===== src/rtl/chunked_adder.sv =====
// Multi-cycle adder/subtractor: rips the carry through WIDTH/CHUNK chunks, one
// chunk per clock, between a valid/ready producer and consumer.
module chunked_adder #(
    parameter int WIDTH = 16,
    parameter int CHUNK = 4
) (
    input  logic             clk,
    input  logic             rst,
    input  logic             in_valid,
    output logic             in_ready,
    input  logic [WIDTH-1:0] a,
    input  logic [WIDTH-1:0] b,
    input  logic             cin,
    input  logic             sub,
    output logic             out_valid,
    input  logic             out_ready,
    output logic [WIDTH-1:0] sum,
    output logic             cout,
    output logic             ovf
);

    localparam int NCH  = WIDTH / CHUNK;
    localparam int IDXW = (NCH > 1) ? $clog2(NCH) : 1;

    typedef enum logic [1:0] {
        IDLE,
        RUN,
        DONE
    } state_t;

    state_t            state;
    state_t            state_nxt;
    logic [WIDTH-1:0]  op_a;
    logic [WIDTH-1:0]  op_b;
    logic              carry;
    logic [IDXW-1:0]   idx;
    logic [CHUNK-1:0]  a_ch;
    logic [CHUNK-1:0]  b_ch;
    logic [CHUNK-1:0]  s_ch;
    logic              c_ch;
    logic              last;
    logic              accept;
    logic              ovf_nxt;

    assign in_ready  = (state == IDLE);
    assign out_valid = (state == DONE);
    assign accept    = in_valid && in_ready;
    assign last      = (idx == IDXW'(NCH - 1));

    // Operand chunk select; op_b is already inverted for subtraction.
    always_comb begin
        a_ch = '0;
        b_ch = '0;
        for (int k = 0; k < NCH; k++) begin
            if (idx == IDXW'(k)) begin
                a_ch = op_a[k*CHUNK +: CHUNK];
                b_ch = op_b[k*CHUNK +: CHUNK];
            end
        end
    end

    assign {c_ch, s_ch} = {1'b0, a_ch} + {1'b0, b_ch} + {{CHUNK{1'b0}}, carry};

    // Signed overflow: operand signs agree but the result sign differs.
    assign ovf_nxt = (op_a[WIDTH-1] == op_b[WIDTH-1]) && (s_ch[CHUNK-1] != op_a[WIDTH-1]);

    always_comb begin
        state_nxt = state;
        case (state)
            IDLE:    if (in_valid) state_nxt = RUN;
            RUN:     if (last) state_nxt = DONE;
            DONE:    if (out_ready) state_nxt = IDLE;
            default: state_nxt = IDLE;
        endcase
    end

    always_ff @(posedge clk) begin
        if (rst) begin
            state <= IDLE;
            op_a  <= '0;
            op_b  <= '0;
            carry <= 1'b0;
            idx   <= '0;
            sum   <= '0;
            cout  <= 1'b0;
            ovf   <= 1'b0;
        end else begin
            state <= state_nxt;
            if (accept) begin
                op_a  <= a;
                op_b  <= b ^ {WIDTH{sub}};
                carry <= sub | cin;
                idx   <= '0;
                sum   <= '0;
            end else if (state == RUN) begin
                for (int k = 0; k < NCH; k++) begin
                    if (idx == IDXW'(k)) sum[k*CHUNK +: CHUNK] <= s_ch;
                end
                carry <= c_ch;
                idx   <= idx + IDXW'(1);
                if (last) begin
                    cout <= c_ch;
                    ovf  <= ovf_nxt;
                end
            end
        end
    end

endmodule


===== config.mk =====
export PLATFORM = sky130hd
export DESIGN_NAME = chunked_adder
export DESIGN_NICKNAME = d
export VERILOG_FILES = /design/src/rtl/chunked_adder.sv
export SDC_FILE = /design/constraint.sdc
export NUM_CORES = 1
export LEC_CHECK = 0
export ABC_AREA = 1
export CORE_MARGIN = 2
export CORE_UTILIZATION = 45
export DETAILED_ROUTE_END_ITERATION = 12
export HOLD_SLACK_MARGIN = 0.15
export PLACE_DENSITY = 0.78
export SYNTH_ARGS = -nofsm -noshare
export SYNTH_HDL_FRONTEND = slang
export SYNTH_SLANG_ARGS = --single-unit

===== constraint.sdc =====
create_clock -name clk -period 2.5 [get_ports clk]
set_input_delay 0.25 -clock clk [delete_from_list [all_inputs] [get_ports clk]]
set_output_delay 0.25 -clock clk [all_outputs]
set_load 0.01 [all_outputs]

==> report_table.html <==
<table>
<tr><th>Metric</th><th>Value</th></tr>
<tr><th colspan="2">Synthesis</th></tr>
<tr><td>Seq/Total Area, Yosys</td><td>a little over two fifths</td></tr>
<tr><td>Number of flops mapped to enable cells by yosys</td><td>0</td></tr>
<tr><td>Cell count after synthesis</td><td>323</td></tr>
<tr><td>Synthesized area per cell</td><td>8.096 um^2</td></tr>
<tr><td>Async set-reset flop share out of synthesis</td><td>0%</td></tr>
<tr><td>Ranking of synthesized cells by instance count</td><td>sky130_fd_sc_hd__dfxtp_1, sky130_fd_sc_hd__nor2_1, sky130_fd_sc_hd__inv_1</td></tr>
<tr><td>Number of storage elements in the synthesis netlist</td><td>55</td></tr>
<tr><td>Top-count cell post-synth</td><td>sky130_fd_sc_hd__dfxtp_1</td></tr>
<tr><td>Library cell with the largest summed area after synthesis</td><td>sky130_fd_sc_hd__dfxtp_1</td></tr>
<tr><td>Cell area after technology mapping</td><td>between 2000 and 3000 um^2</td></tr>
<tr><td>Unique cell type count in the Yosys netlist</td><td>30</td></tr>
<tr><td>Number of nets in the synthesized netlist</td><td>370</td></tr>
<tr><td>Area share of the largest cell type after synthesis</td><td>between 40% and 50%</td></tr>
<tr><td>Flip-flop cell with the highest count after synthesis</td><td>sky130_fd_sc_hd__dfxtp_1</td></tr>
<tr><td>Cells taking the most area after synthesis</td><td>sky130_fd_sc_hd__dfxtp_1, sky130_fd_sc_hd__nor2_1, sky130_fd_sc_hd__a21oi_1, sky130_fd_sc_hd__xnor2_1, sky130_fd_sc_hd__inv_1</td></tr>
<tr><td>Count of warnings emitted by yosys</td><td>0</td></tr>
<tr><th colspan="2">STA</th></tr>
<tr><td>Tightest Pin Transition</td><td>approximately 0.38 ns</td></tr>
<tr><td>Post-route fraction of the period consumed by the critical path</td><td>96.86%</td></tr>
<tr><td>Final worst-path setup slack</td><td>approximately 0.08 ns</td></tr>
<tr><td>Final hold vios</td><td>0</td></tr>
<tr><td>Worst relative slew slack</td><td>74.86%</td></tr>
<tr><td>Fmax achieved</td><td>roughly 0.41 GHz</td></tr>
<tr><td>Total Negative Setup Slacks</td><td>0 ns</td></tr>
<tr><td>Final period demand of the worst path</td><td>between 2 and 2.5 ns</td></tr>
<tr><td>Worst clock skew on the final layout</td><td>0.003830 ns</td></tr>
<tr><td>Count of final max-slew check failures</td><td>0</td></tr>
<tr><td>Final Setup Violations</td><td>0</td></tr>
<tr><th colspan="2">Clock tree</th></tr>
<tr><td>Total number of H-tree levels</td><td>2</td></tr>
<tr><td>Clock latency reported for the late side of the worst-skew pair</td><td>0.30 ns</td></tr>
<tr><td>Count of clock tree sinks</td><td>55</td></tr>
<tr><td>Worst-path clk slew</td><td>approximately 0.080 ns</td></tr>
<tr><td>Clock tree buffer depth</td><td>2</td></tr>
<tr><td>Clock Tree Root</td><td>sky130_fd_sc_hd__clkbuf_8</td></tr>
<tr><td>Number of hold buffers added after CTS</td><td>0</td></tr>
<tr><td>CTS buffer count</td><td>5</td></tr>
<tr><td>CTS tree</td><td>built</td></tr>
<tr><th colspan="2">Pwr</th></tr>
<tr><td>Post-layout power</td><td>around 1.8 mW</td></tr>
<tr><td>Pwr/cell area</td><td>531.0 nW/um^2</td></tr>
<tr><td>Pleak</td><td>1.367 nW</td></tr>
<tr><td>Worst IR drop on VDD</td><td>0.2138 mV</td></tr>
<tr><th colspan="2">Placement</th></tr>
<tr><td>Port bufs</td><td>57</td></tr>
<tr><td>HPWL after DPL</td><td>~4500 um</td></tr>
<tr><td>Post-placement cell area</td><td>between 3000 and 4000 um^2</td></tr>
<tr><td>Worst slack at placement</td><td>-0.1228 ns</td></tr>
<tr><td>Weighted congestion reported at the end of routability-driven placement</td><td>approximately 0.95</td></tr>
<tr><th colspan="2">Floorplan</th></tr>
<tr><td>Core box area</td><td>around 5600 um^2</td></tr>
<tr><td>Floorplan die height</td><td>roughly 80 um</td></tr>
<tr><td>Area of the die</td><td>about 6400 um^2</td></tr>
<tr><td>X dimension of the die</td><td>80.23 um</td></tr>
<tr><td>Num ports</td><td>just under 60</td></tr>
<tr><td>Num rows</td><td>27</td></tr>
<tr><td>Starting density of the core</td><td>46.91%</td></tr>
<tr><th colspan="2">Worst hold path</th></tr>
<tr><td>Worst hold stages</td><td>2</td></tr>
<tr><td>Worst min-delay path category</td><td>flop to flop</td></tr>
<tr><th colspan="2">Final layout</th></tr>
<tr><td>Diode count</td><td>0</td></tr>
<tr><td>Final Cell Area</td><td>about 3500 um^2</td></tr>
<tr><td>Fraction of layout cells with a size suffix above 1</td><td>about 17%</td></tr>
<tr><td>Layout net count</td><td>435</td></tr>
<tr><td>Final Core Density</td><td>between 60% and 70%</td></tr>
<tr><td>Final-layout fill cell count</td><td>~490</td></tr>
<tr><td>Area growth, synth to finish</td><td>32.87%</td></tr>
<tr><th colspan="2">Job</th></tr>
<tr><td>Max-cap violations</td><td>0</td></tr>
<tr><th colspan="2">Global routing</th></tr>
<tr><td>Number of antenna violations at the first check in global routing</td><td>0</td></tr>
<tr><td>Global-route total usage across every layer</td><td>a little under a fifth</td></tr>
<tr><td>Global route overflow</td><td>0</td></tr>
<tr><td>First-pass GRT wire length</td><td>9639 um</td></tr>
<tr><td>Vias in the first global route</td><td>2,161</td></tr>
<tr><td>Largest net degree at the start of global routing</td><td>27</td></tr>
<tr><th colspan="2">Drt</th></tr>
<tr><td>Post-DR wirelength/cell</td><td>~13 um</td></tr>
<tr><td>Detailed-routing iteration count for the pre-antenna-repair pass</td><td>4</td></tr>
<tr><td>Vias per cell</td><td>5.057</td></tr>
<tr><td>Total number of vias</td><td>about 2,300</td></tr>
<tr><td>Remaining design rule violation count</td><td>0</td></tr>
<tr><td>Final Routed Wirelength</td><td>around 6100 um</td></tr>
<tr><td>Detailed router's first-iteration violation count</td><td>177</td></tr>
<tr><td>Post-route ant nets</td><td>0</td></tr>
<tr><th colspan="2">Run status</th></tr>
<tr><td>Outcome</td><td>finished, final reports clean</td></tr>
<tr><th colspan="2">Worst setup path</th></tr>
<tr><td>Reg2reg path depth</td><td>16</td></tr>
<tr><td>Critical Path Sink Type</td><td>flop</td></tr>
<tr><td>Data arrival time of the critical path</td><td>around 2.6 ns</td></tr>
<tr><td>Maximum net fanout on the critical path</td><td>4</td></tr>
<tr><td>Required time at the worst-slack endpoint</td><td>2.71 ns</td></tr>
<tr><td>Crit Path Class</td><td>flop to flop</td></tr>
<tr><td>Worst Setup Start Kind</td><td>flop</td></tr>
</table>
==> final timing paths <==
| path | from | end | slack (ns) |
|---|---|---|---|
| max reg2reg | idx[1] | carry | 0.08 |
| min | sum[0] | sum[0] | 0.48 |
| min reg2reg | sum[0] | sum[0] | 0.48 |
| max | idx[1] | carry | 0.08 |
==> routing by layer <==
| layer | track usage [%] | vias to the layer above | wire [um] |
|---|---|---|---|
| li1 | - | 1189 | - |
| met2 | 34.08 | 74 | 3056 |
| met3 | 4.494 | 15 | 343 |
| met4 | 5.593 | 0 | 138 |
| met5 | 0 | - | 0 |
| met1 | 22.50 | 1043 | 2568 |
==> critical path: stages (launching register included) <==
cell and delay [ns]:
sky130_fd_sc_hd__dfxtp_4 0.38, sky130_fd_sc_hd__inv_4 0.08, sky130_fd_sc_hd__ha_4 0.15, sky130_fd_sc_hd__inv_4 0.05
sky130_fd_sc_hd__nand2_4 0.08, sky130_fd_sc_hd__inv_4 0.05, sky130_fd_sc_hd__a22oi_2 0.14, sky130_fd_sc_hd__o21ai_2 0.11
sky130_fd_sc_hd__o21ai_2 0.10, sky130_fd_sc_hd__fa_2 0.24, sky130_fd_sc_hd__inv_2 0.05, sky130_fd_sc_hd__fa_2 0.41
sky130_fd_sc_hd__nand2_1 0.08, sky130_fd_sc_hd__inv_1 0.04, sky130_fd_sc_hd__o21ai_2 0.12, sky130_fd_sc_hd__a21oi_1 0.09
sky130_fd_sc_hd__o21a_1 0.17
==> where the power goes <==
group | total (mW) | switching (mW) | leakage [nW] | internal, mW
Combinational | 0.441 | 0.239 | 0.878 | 0.202
Clock | 0.445 | 0.257 | 0.0371 | 0.187
Sequential | 0.959 | 0.0313 | 0.452 | 0.928
==> state kept, by name, summed over array words and instances (netlist names) <==
register	flops
state	2
cout	1
ovf	1
op_a	16
sum	16
idx	2
carry	1
op_b	16
==> cells in the final DEF (no fill, tap or decap) <==
master	n
sky130_fd_sc_hd__a22oi_1	1
sky130_fd_sc_hd__clkdlybuf4s50_1	57
sky130_fd_sc_hd__inv_6	1
sky130_fd_sc_hd__fa_2	2
sky130_fd_sc_hd__nand2_4	3
sky130_fd_sc_hd__a31oi_1	1
sky130_fd_sc_hd__o21ai_1	12
sky130_fd_sc_hd__o21ai_0	22
sky130_fd_sc_hd__xor2_2	1
sky130_fd_sc_hd__buf_4	14
sky130_fd_sc_hd__nand2_1	34
sky130_fd_sc_hd__ha_4	3
sky130_fd_sc_hd__a22oi_2	1
sky130_fd_sc_hd__o22ai_1	7
sky130_fd_sc_hd__dfxtp_4	2
sky130_fd_sc_hd__inv_4	5
sky130_fd_sc_hd__clkbuf_8	5
sky130_fd_sc_hd__ha_1	3
sky130_fd_sc_hd__nor2_1	38
sky130_fd_sc_hd__o21ai_2	4
sky130_fd_sc_hd__o221ai_1	1
sky130_fd_sc_hd__ha_2	1
sky130_fd_sc_hd__nand2_2	2
sky130_fd_sc_hd__o211ai_1	2
sky130_fd_sc_hd__o22ai_2	11
sky130_fd_sc_hd__nand3_1	8
sky130_fd_sc_hd__nor2_2	4
sky130_fd_sc_hd__dfxtp_1	53
sky130_fd_sc_hd__a22o_1	1
sky130_fd_sc_hd__a21oi_1	25
sky130_fd_sc_hd__a21oi_2	3
sky130_fd_sc_hd__inv_1	33
sky130_fd_sc_hd__inv_2	5
sky130_fd_sc_hd__o21a_1	5
sky130_fd_sc_hd__clkbuf_1	1
sky130_fd_sc_hd__xnor2_1	16
==> metrics by stage <==
stage / std cells / hold slack, ns
floorplan: 323 / 0.3191
global placement: 451 / 0.4599
detailed placement: 451 / 0.4599
CTS: 458 / 0.4783
global route: 459 / 0.5100
finish: 459 / 0.4776
==> layout make-up <==
cell class	instances	area, um^2	area share [%]
Timing Repair Buffer	71	675.6	19.45
Tap cell	72	90.09	2.593
Multi-Input combinational cell	211	1345	38.71
Sequential cell	55	1109	31.90
Clock buffer	6	72.57	2.089
Inverter	44	182.7	5.257
==> timing repair <==
item / in CTS / in global routing
endpoints found under the hold margin: 0 / 0
cloned: 0 / 0
buffers inserted: 1 / 1
resized for setup: 10 / 27
pin swaps: 1 / 7
endpoints found under the setup margin: 14 / 15
==> cell families after synthesis <==
group,share of synthesized area (%)
compound gates,23.06
xor+xnor,5.694
fa+ha+maj,4.880
buf+inv,10.14
flops,42.11
simple gates,14.12
Note: power is estimated with default switching activity, not from simulation.
